[src/rtl/spi_config_sequencer.sv]
// spi_config_sequencer: boot-time register-table writer with a mode-0 SPI master.
// Walks cfg_table entries, writes each to its slave, optionally reads back and retries.
//
// Ports:
//   clk, reset_n      clock, synchronous active-low reset
//   start             one-cycle pulse, runs the table from entry 0
//   cfg_table         entry i at [20i+19:20i] = {slave[3:0], rsvd, addr[6:0], data[7:0]}
//   busy/done/error   sequence status; err_index = failing entry while error=1
//   entry_index       entry currently being processed
//   miso/mosi/sclk    SPI data and clock (CPOL=0, CPHA=0)
//   ss_n              active-low chip selects, one per slave
module spi_config_sequencer #(
   parameter int NUM_ENTRIES = 5,
   parameter int NUM_SLAVES  = 2,
   parameter int CLK_DIV     = 4,
   parameter bit VERIFY      = 1'b0,
   parameter int MAX_RETRY   = 2,
   parameter bit AUTO_START  = 1'b1
) (
   input  logic                      clk,
   input  logic                      reset_n,
   input  logic                      start,
   input  logic [20*NUM_ENTRIES-1:0] cfg_table,
   output logic                      busy,
   output logic                      done,
   output logic                      error,
   output logic [7:0]                err_index,
   output logic [7:0]                entry_index,
   input  logic                      miso,
   output logic                      mosi,
   output logic                      sclk,
   output logic [NUM_SLAVES-1:0]     ss_n
);

   typedef enum logic [3:0] {
      S_IDLE, S_LOAD, S_WRITE, S_GAP_W, S_READ,
      S_GAP_R, S_CHECK, S_NEXT, S_DONE, S_ERROR
   } state_t;

   state_t      state, nxt;
   logic        boot_q;
   logic [15:0] cnt;
   logic [3:0]  bit_cnt;
   logic        sclk_q;
   logic [15:0] tx_sr;
   logic [7:0]  rx_sr;
   logic [3:0]  slv_q, slv_w;
   logic [14:0] frm_q, frm_w;
   logic [3:0]  retry;
   logic        go, idle_like, in_frame, in_gap;
   logic        tick, frame_end, gap_end, last;

   // Entry fields for the current index; the reserved bit is never needed.
   assign slv_w = cfg_table[20*int'(entry_index)+16 +: 4];
   assign frm_w = cfg_table[20*int'(entry_index) +: 15];

   // boot_q is high only in the first cycle after reset release.
   assign go        = start | boot_q;
   assign idle_like = (state == S_IDLE) || (state == S_DONE) ||
                      (state == S_ERROR);
   assign in_frame  = (state == S_WRITE) || (state == S_READ);
   assign in_gap    = (state == S_GAP_W) || (state == S_GAP_R);

   // tick ends one SCLK half-period; the frame ends after bit 15's high half.
   assign tick      = in_frame && (cnt == 16'(CLK_DIV-1));
   assign frame_end = tick && sclk_q && (bit_cnt == 4'd15);
   assign gap_end   = in_gap && (cnt == 16'(2*CLK_DIV-1));
   assign last      = (entry_index == 8'(NUM_ENTRIES-1));

   always_ff @(posedge clk) begin
      if (!reset_n) state <= S_IDLE;
      else          state <= nxt;
   end

   always_comb begin
      nxt = state;
      unique case (state)
         S_IDLE, S_DONE, S_ERROR:
            if (go) nxt = S_LOAD;
         S_LOAD:
            nxt = ({1'b0, slv_w} >= 5'(NUM_SLAVES)) ? S_NEXT : S_WRITE;
         S_WRITE:
            if (frame_end) nxt = S_GAP_W;
         S_GAP_W:
            if (gap_end) nxt = VERIFY ? S_READ : S_NEXT;
         S_READ:
            if (frame_end) nxt = S_GAP_R;
         S_GAP_R:
            if (gap_end) nxt = S_CHECK;
         S_CHECK:
            if (rx_sr == frm_q[7:0])        nxt = S_NEXT;
            else if (retry < 4'(MAX_RETRY)) nxt = S_WRITE;
            else                            nxt = S_ERROR;
         S_NEXT:
            nxt = last ? S_DONE : S_LOAD;
         default:
            nxt = S_IDLE;
      endcase
   end

   always_ff @(posedge clk) begin
      if (!reset_n) begin
         boot_q      <= AUTO_START;
         cnt         <= '0;
         bit_cnt     <= '0;
         sclk_q      <= 1'b0;
         tx_sr       <= '0;
         rx_sr       <= '0;
         slv_q       <= '0;
         frm_q       <= '0;
         retry       <= '0;
         entry_index <= '0;
      end else begin
         boot_q <= 1'b0;
         cnt    <= (state != nxt || tick) ? '0 : cnt + 16'd1;
         if (tick) begin
            sclk_q <= ~sclk_q;
            // Sample on the rising edge, shift mosi on the falling edge.
            if (!sclk_q) begin
               rx_sr <= {rx_sr[6:0], miso};
            end else begin
               tx_sr   <= {tx_sr[14:0], 1'b0};
               bit_cnt <= bit_cnt + 4'd1;
            end
         end
         if (state == S_LOAD) begin
            slv_q <= slv_w;
            frm_q <= frm_w;
            retry <= '0;
         end
         // In LOAD the entry register is not yet valid, so use the table.
         if (nxt == S_WRITE && state != S_WRITE)
            tx_sr <= {1'b0, (state == S_LOAD) ? frm_w : frm_q};
         if (nxt == S_READ && state != S_READ)
            tx_sr <= {1'b1, frm_q[14:8], 8'h00};
         if (state == S_CHECK && nxt == S_WRITE)
            retry <= retry + 4'd1;
         if (go && idle_like)
            entry_index <= '0;
         else if (state == S_NEXT && !last)
            entry_index <= entry_index + 8'd1;
      end
   end

   assign busy      = !idle_like;
   assign done      = (state == S_DONE);
   assign error     = (state == S_ERROR);
   assign err_index = error ? entry_index : 8'd0;
   assign sclk      = sclk_q;
   assign mosi      = in_frame & tx_sr[15];

   always_comb begin
      ss_n = '1;
      for (int i = 0; i < NUM_SLAVES; i++)
         if (in_frame && slv_q == 4'(i)) ss_n[i] = 1'b0;
   end

endmodule
[config.mk]
export PLATFORM = sky130hd
export DESIGN_NAME = spi_config_sequencer
export DESIGN_NICKNAME = d
export VERILOG_FILES = /design/src/rtl/spi_config_sequencer.sv
export SDC_FILE = /design/constraint.sdc
export NUM_CORES = 1
export LEC_CHECK = 0
export BUFFER_PORTS_ARGS = -buffer_cell sky130_fd_sc_hd__buf_2
export CAP_MARGIN = 30
export CORE_AREA = 5 5 122 101
export CTS_BUF_LIST = sky130_fd_sc_hd__clkbuf_4
export DETAILED_ROUTE_END_ITERATION = 16
export DIE_AREA = 0 0 127 106
export PLACE_DENSITY = 0.86
export SLEW_MARGIN = 20
export SYNTH_ARGS = -nofsm -noshare
export SYNTH_HDL_FRONTEND = slang
export SYNTH_SLANG_ARGS = --single-unit
[constraint.sdc]
create_clock -name clk -period 3.75 [get_ports clk]
set_input_delay 0 -clock clk [delete_from_list [all_inputs] [get_ports clk]]
set_output_delay 0 -clock clk [all_outputs]
set_load 0.02 [all_outputs]
After elaboration in Yosys (flattened, before gate mapping)
Cells that the tools add are included.
{"block": "word_totals", "ff_bits": 81, "latch_bits": 0, "ramBits": 0, "romBits": 0, "input_bits": 104, "out_inout_bits": 23, "wordCells": 100, "n_memories": 0}
{"block": "classes", "add_sub_neg": 5, "multipliers": 1, "n_div": 0, "order_cmp": 2, "eq_ne": 20, "shifts": 2, "muxes": 21, "n_bitwise": 4, "reduce_logical": 33}
{"operator": "$shiftx 100x14->15", "n": 1}
{"operator": "$shiftx 100x32->4", "n": 1}
{"operator": "$mux 16", "n": 4}
{"operator": "$mux 4", "n": 10}
{"operator": "$add 32x6->32 const B", "n": 1}
{"operator": "$pmux 4 s8", "n": 1}
{"operator": "$eq 4x3->1 const B", "n": 5}
{"operator": "$add 16x1->16 const B", "n": 1}
{"operator": "$eq 16x2->1 const B", "n": 1}
{"operator": "$eq 16x3->1 const B", "n": 1}
{"operator": "$mux 15", "n": 1}
{"operator": "$eq 4x2->1 const B", "n": 3}
{"operator": "$eq 4x4->1 const B", "n": 3}
{"operator": "$logic_and 1x1->1", "n": 11}
{"operator": "$mul 3x8->11 const A", "n": 1}
{"operator": "$add 4x1->4 const B", "n": 2}
{"operator": "$add 8x1->8 const B", "n": 1}
{"operator": "$eq 4x1->1 const B", "n": 2}
{"operator": "$eq 8x3->1 const B", "n": 1}
{"operator": "$eq 8x8->1", "n": 1}
{"operator": "$logic_not 4->1", "n": 2}
{"operator": "$mux 8", "n": 1}
{"operator": "$reduce_and 2->1", "n": 4}
{"operator": "$reduce_bool 2->1", "n": 3}
{"operator": "other kinds (15)", "n": 26}

Longest topological paths before layout
{"block": "depth", "depth_word": 11, "ltp_mapped": 12, "depth_no_buf": 10}

Worst setup path before layout
Ideal clock, no wire load.
{"block": "synth_path", "path_type": "reg-to-reg", "start": "register entry_index[3]", "end": "register tx_sr[0]", "setup_ps": 121, "arrival_time_ps": 3250, "required_time_ps": 3629, "slack_ps": 378, "stages_incl_launch_ff": 12, "path_buffers": 1, "synth_period_minus_slack_ps": 3372, "path_cell_list": "dfxtp_1 -> ha_1 -> ha_1 -> fa_1 -> xnor2_1 -> nand2_1 -> a31oi_1 -> nor3_4 -> a31oi_4 -> nand4_2 -> buf_6 -> mux2_4"}
{"block": "synth_via", "elab_chain_cells": 10, "elab_cells_between_ends": 19, "cone_classes": "1 x add/sub; 1 x mul; 1 x order compare; 3 x eq/ne; 2 x shift; 5 x mux; 6 x reduce/logical"}
{"element": "start: declaration", "line_no": "28", "rtl": "output logic [7:0] entry_index,"}
{"element": "start signal: assignment", "line_no": "141", "rtl": "entry_index <= entry_index + 8'd1;"}
{"element": "$mul 3x8->11", "line_no": "54, 55"}
{"element": "$add 32x6->32", "line_no": "54", "rtl": "assign slv_w = cfg_table[20*int'(entry_index)+16 +: 4];"}
{"element": "$shiftx 100x32->4", "line_no": "54"}
{"element": "$ge 4x2->1", "line_no": "81", "rtl": "nxt = ({1'b0, slv_w} >= 5'(NUM_SLAVES)) ? S_NEXT : S_WRITE;"}
{"element": "$mux 3", "line_no": "81"}
{"element": "$pmux 4 s8", "line_no": "77", "rtl": "unique case (state)"}
{"element": "$eq 4x2->1", "line_no": "132", "rtl": "if (nxt == S_WRITE && state != S_WRITE)"}
{"element": "$logic_and 1x1->1", "line_no": "132"}
{"element": "$reduce_bool 2->1 (no line)"}
{"element": "$reduce_and 2->1 (no line)"}
{"element": "end signal: assignment", "line_no": "122", "rtl": "tx_sr <= {tx_sr[14:0], 1'b0};"}
{"element": "end signal: assignment", "line_no": "133", "rtl": "tx_sr <= {1'b0, (state == S_LOAD) ? frm_w : frm_q};"}
{"element": "end signal: assignment", "line_no": "135", "rtl": "tx_sr <= {1'b1, frm_q[14:8], 8'h00};"}
{"element": "end: declaration", "line_no": "45", "rtl": "logic [15:0] tx_sr;"}
Several ways; a longest one is shown, not always the timed one.
A chain may end at the register's enable or synchronous reset.

Worst setup path in the final report
{"block": "layout_path", "start": "register entry_index[2]", "end": "register cnt[3]"}
{"block": "layout_via", "elab_chain_cells": 9, "elab_cells_between_ends": 11, "cone_classes": "1 x add/sub; 1 x mul; 1 x order compare; 2 x eq/ne; 1 x shift; 3 x mux; 2 x reduce/logical"}
{"element": "$mul 3x8->11", "line_no": "54"}
{"element": "$add 32x6->32", "line_no": "54"}
{"element": "$shiftx 100x32->4", "line_no": "54"}
{"element": "$ge 4x2->1", "line_no": "81"}
{"element": "$mux 3", "line_no": "81"}
{"element": "$pmux 4 s8 *", "line_no": "77"}
{"element": "$ne 4x4->1 *", "line_no": "115", "rtl": "cnt <= (state != nxt || tick) ? '0 : cnt + 16'd1;"}
{"element": "$logic_or 1x1->1 *", "line_no": "115"}
{"element": "$reduce_or 2->1 (no line) *"}
{"element": "end signal: assignment", "line_no": "115"}
{"element": "end: declaration", "line_no": "42", "rtl": "logic [15:0] cnt;"}
Every way passes the cells marked *; elsewhere a longest branch is shown, timed or not.

==> summary.md <==
| Metric | Value |
|---|---|
| Max stage delay on crit path | `roughly 700 ps` |
| Main flop type after synthesis | `dfxtp_1` |
| CTS Sinks | `roughly 80` |
| Synth top area share | `0.278` |
| Nets@finish | `between 800 and 900` |
| Cell Pwr Density | `between 300 and 400 nW/um^2` |
| Setup CP Type | `reg -> reg` |
| Final Setup Violations | `0` |
| Overall routed net length | `16.4 mm` |
| Initial Utilization | `0.525` |
| Seq cells post-synth | `slightly above 80` |
| Grt met2 use | `0.373` |
| Post-DP Area | `~6500 sq um` |
| Worst Path Required | `approximately 4000 ps` |
| CP Buf/Inv Count | `0` |
| Tot GR Track Use | `0.239` |
| Row cnt | `35` |
| Area delta synth->final | `14.5%` |
| Hold Crit Class | `in -> reg` |
| EDFF count, synth | `0` |
| Status | `finished clean` |
| Total number of yosys warnings | `0` |
| Final Hold Viols | `0` |
| Via count | `5609` |
| GRT overflow | `0` |
| Mapped Area | `about 5800 sq um` |
| Max-slew headroom | `0.459` |
| Clock buffer depth | `2` |
| Wirelength per Cell | `around 18 um` |
| RSZ-0062 raised after global routing | `no` |
| Sequential-to-total area share from yosys stat | `0.278` |
| Vias in the first global route | `roughly 5300` |
| Worst-skew pair later-pin latency | `between 400 and 500 ps` |
| Initial drt markers | `between 500 and 600` |
| Critical path launch point type | `register` |
| Die W | `around 130 um` |
| Die H | `between 100 and 150 um` |
| Post-synth ARST share | `0` |
| Most frequent cells in the layout | `buf_2 (126), dfxtp_1 (79), nand2_1 (66)` |
| Layout cells sized above 1 | `0.283` |
| DRC | `0` |
| Met1 Use GR | `0.329` |
| IO Count | `approximately 130` |
| CP max-delay cell | `fa_1` |
| Fillers | `roughly 1000` |
| Critical-path maximum fanout | `16` |
| Grt peak-use layer | `met2` |
| Worst path cell trace | `ha_1 > fa_1 > nand3_1 > xor2_1 > mux2i_1 > a211o_1 > a32oi_4 > nor4_1` |
| TritonRoute pass-1 iters | `7` |
| Min Tclk post-route | `between 3000 and 4000 ps` |
| FMAX | `about 280 MHz` |
| Largest net degree at the start of global routing | `69` |
| Register area | `around 1600 sq um` |
| Tot Pwr | `2.62 mW` |
| Area of the multi-input gates | `about 3900 sq um` |
| Leakage Power | `between 2 and 3 nW` |
| Fin area | `roughly 6700 sq um` |
| CTS HTree Levels | `3` |
| Syn Area/Cell | `slightly below 9 sq um` |
| Diode count | `0` |
| Dominant cell type by area after synthesis | `dfxtp_1` |
| Slew Limit Fails | `0` |
| Clock skew | `24.0 ps` |
| Synth area leaders | `dfxtp_1 (28%), mux2i_1 (6.0%), mux4_2 (4.6%), nand2_1 (4.2%), a21oi_1 (4.1%)` |
| Core area | `about 11000 sq um` |
| Slew @ Worst Pin | `812 ps` |
| Clock slew at reported path FFs | `~140 ps` |
| Fin crit share | `0.941` |
| Peak VDD IR | `about 0.25 mV` |
| Root buf cell | `clkbuf_4` |
| Die Area | `between 10000 and 15000 sq um` |
| Detail Placement HPWL | `around 12 mm` |
| Post-synthesis cell count | `about 660` |
| Arrival time worst endpoint | `~3800 ps` |
| CTS Buf Count | `9` |
| Met3 usage | `0.0683` |
| Initial antenna violation count | `0` |
| CTS tree | `yes` |
| Final GP Congestion | `1.05` |
| Unique masters post-synth | `71` |
| Via density | `slightly above 6` |
| Antenna viol nets, final | `0` |
| Cell family with most CP delay | `compound AO/OA/AOI/OAI gates` |
| Most common cell after layout, fill and taps aside | `buf_2` |
| Global-route wire length before repair | `between 20 and 30 mm` |
| Syn nets | `~800` |
| MaxCap Viol Count | `0` |
| Type of element capturing the critical path | `register` |
| PortBufs | `roughly 130` |
## where the power goes
group / switching [mW] / leakage (nW) / total, mW / internal [mW]
clock: 0.329 / 0.0606 / 0.469 / 0.140
sequential: 0.0858 / 0.657 / 1.03 / 0.947
combinational: 0.718 / 1.86 / 1.12 / 0.398
total: 1.13 / 2.58 / 2.62 / 1.49
## final cells by class
cell class                      count  area share
Sequential cell                    81       0.243
Clock inverter                      7     0.00806
Timing Repair Buffer              146       0.119
Clock buffer                        9      0.0101
Multi-Input combinational cell    526       0.587
Inverter                            8     0.00450
Tap cell                          148      0.0277
## through the flow
stage                     cells  setup TNS [ps]  hold WS, ps   util  setup slack (ps)
after global routing        925               0         17.6  0.600              13.8
after CTS                   925               0         4.00  0.600               101
after global placement      903               0          253  0.583               119
final                       925               0         24.1  0.600               220
after detailed placement    903            -504          269  0.583             -54.8
after floorplan             664               0          144      -               378
## cells by family after synthesis
family,after synthesis,synth area share
AO/OA/AOI/OAI,133,0.154
multiplexers,71,0.173
AND/OR/NAND/NOR,267,0.250
buffers and inverters,57,0.0527
flip-flops,81,0.278
adder cells (fa/ha/maj),14,0.0313
XOR/XNOR,41,0.0615
## sequential cells by signal (all words and copies together) (netlist names)
signal / cells
bit_cnt: 4
boot_q: 1
cnt: 16
entry_index: 8
frm_q: 15
retry: 4
rx_sr: 8
sclk: 1
slv_q: 4
state: 4
tx_sr: 16
## synth_stat cells, types with 12 or more instances
library cell and count:
xor2_1 20, o21ai_0 17, and2_1 14, nor2_1 52, mux2i_1 35, nand4_1 14
nand2_1 66, clkbuf_1 24, ha_1 13, mux4_2 12, xnor2_1 21, dfxtp_1 81
a21oi_1 48, nor3_1 12, nand3_1 37
## path summary, 6_finish.rpt
| path | start | end | slack (ps) | depth (start not counted) |
|---|---|---|---|---|
| worst max register to register | entry_index[2] | cnt[3] | 220 | 8 |
| worst min register to register | frm_q[11] | frm_q[11] | 470 | 2 |
| worst max-delay path | entry_index[2] | cnt[3] | 220 | 8 |
| worst min-delay path | cfg_table[9] | frm_q[9] | 20 | 5 |
## worst min-delay path: cells and delay by family
kind | cells | cell delay (ps)
AO/OA/AOI/OAI | 2 | 140
buffers and inverters | 1 | 110
AND/OR/NAND/NOR | 2 | 170
## what timing repair did
| item | CTS | global route |
|---|---|---|
| buffers inserted | 0 | 0 |
| setup endpoints to repair | 11 | 27 |
| hold buffers | 6 | 0 |
| endpoints found under the hold margin | 7 | 0 |
| resized for setup | 1 | 1 |
## layer usage
layer / vias to the layer above / wire length (um)
li1: 2671 / -
met3: 38 / 1670
met2: 285 / 7320
met4: 0 / 347
met5: - / 0
met1: 2615 / 7100
Note: power is estimated with default switching activity, not from simulation.
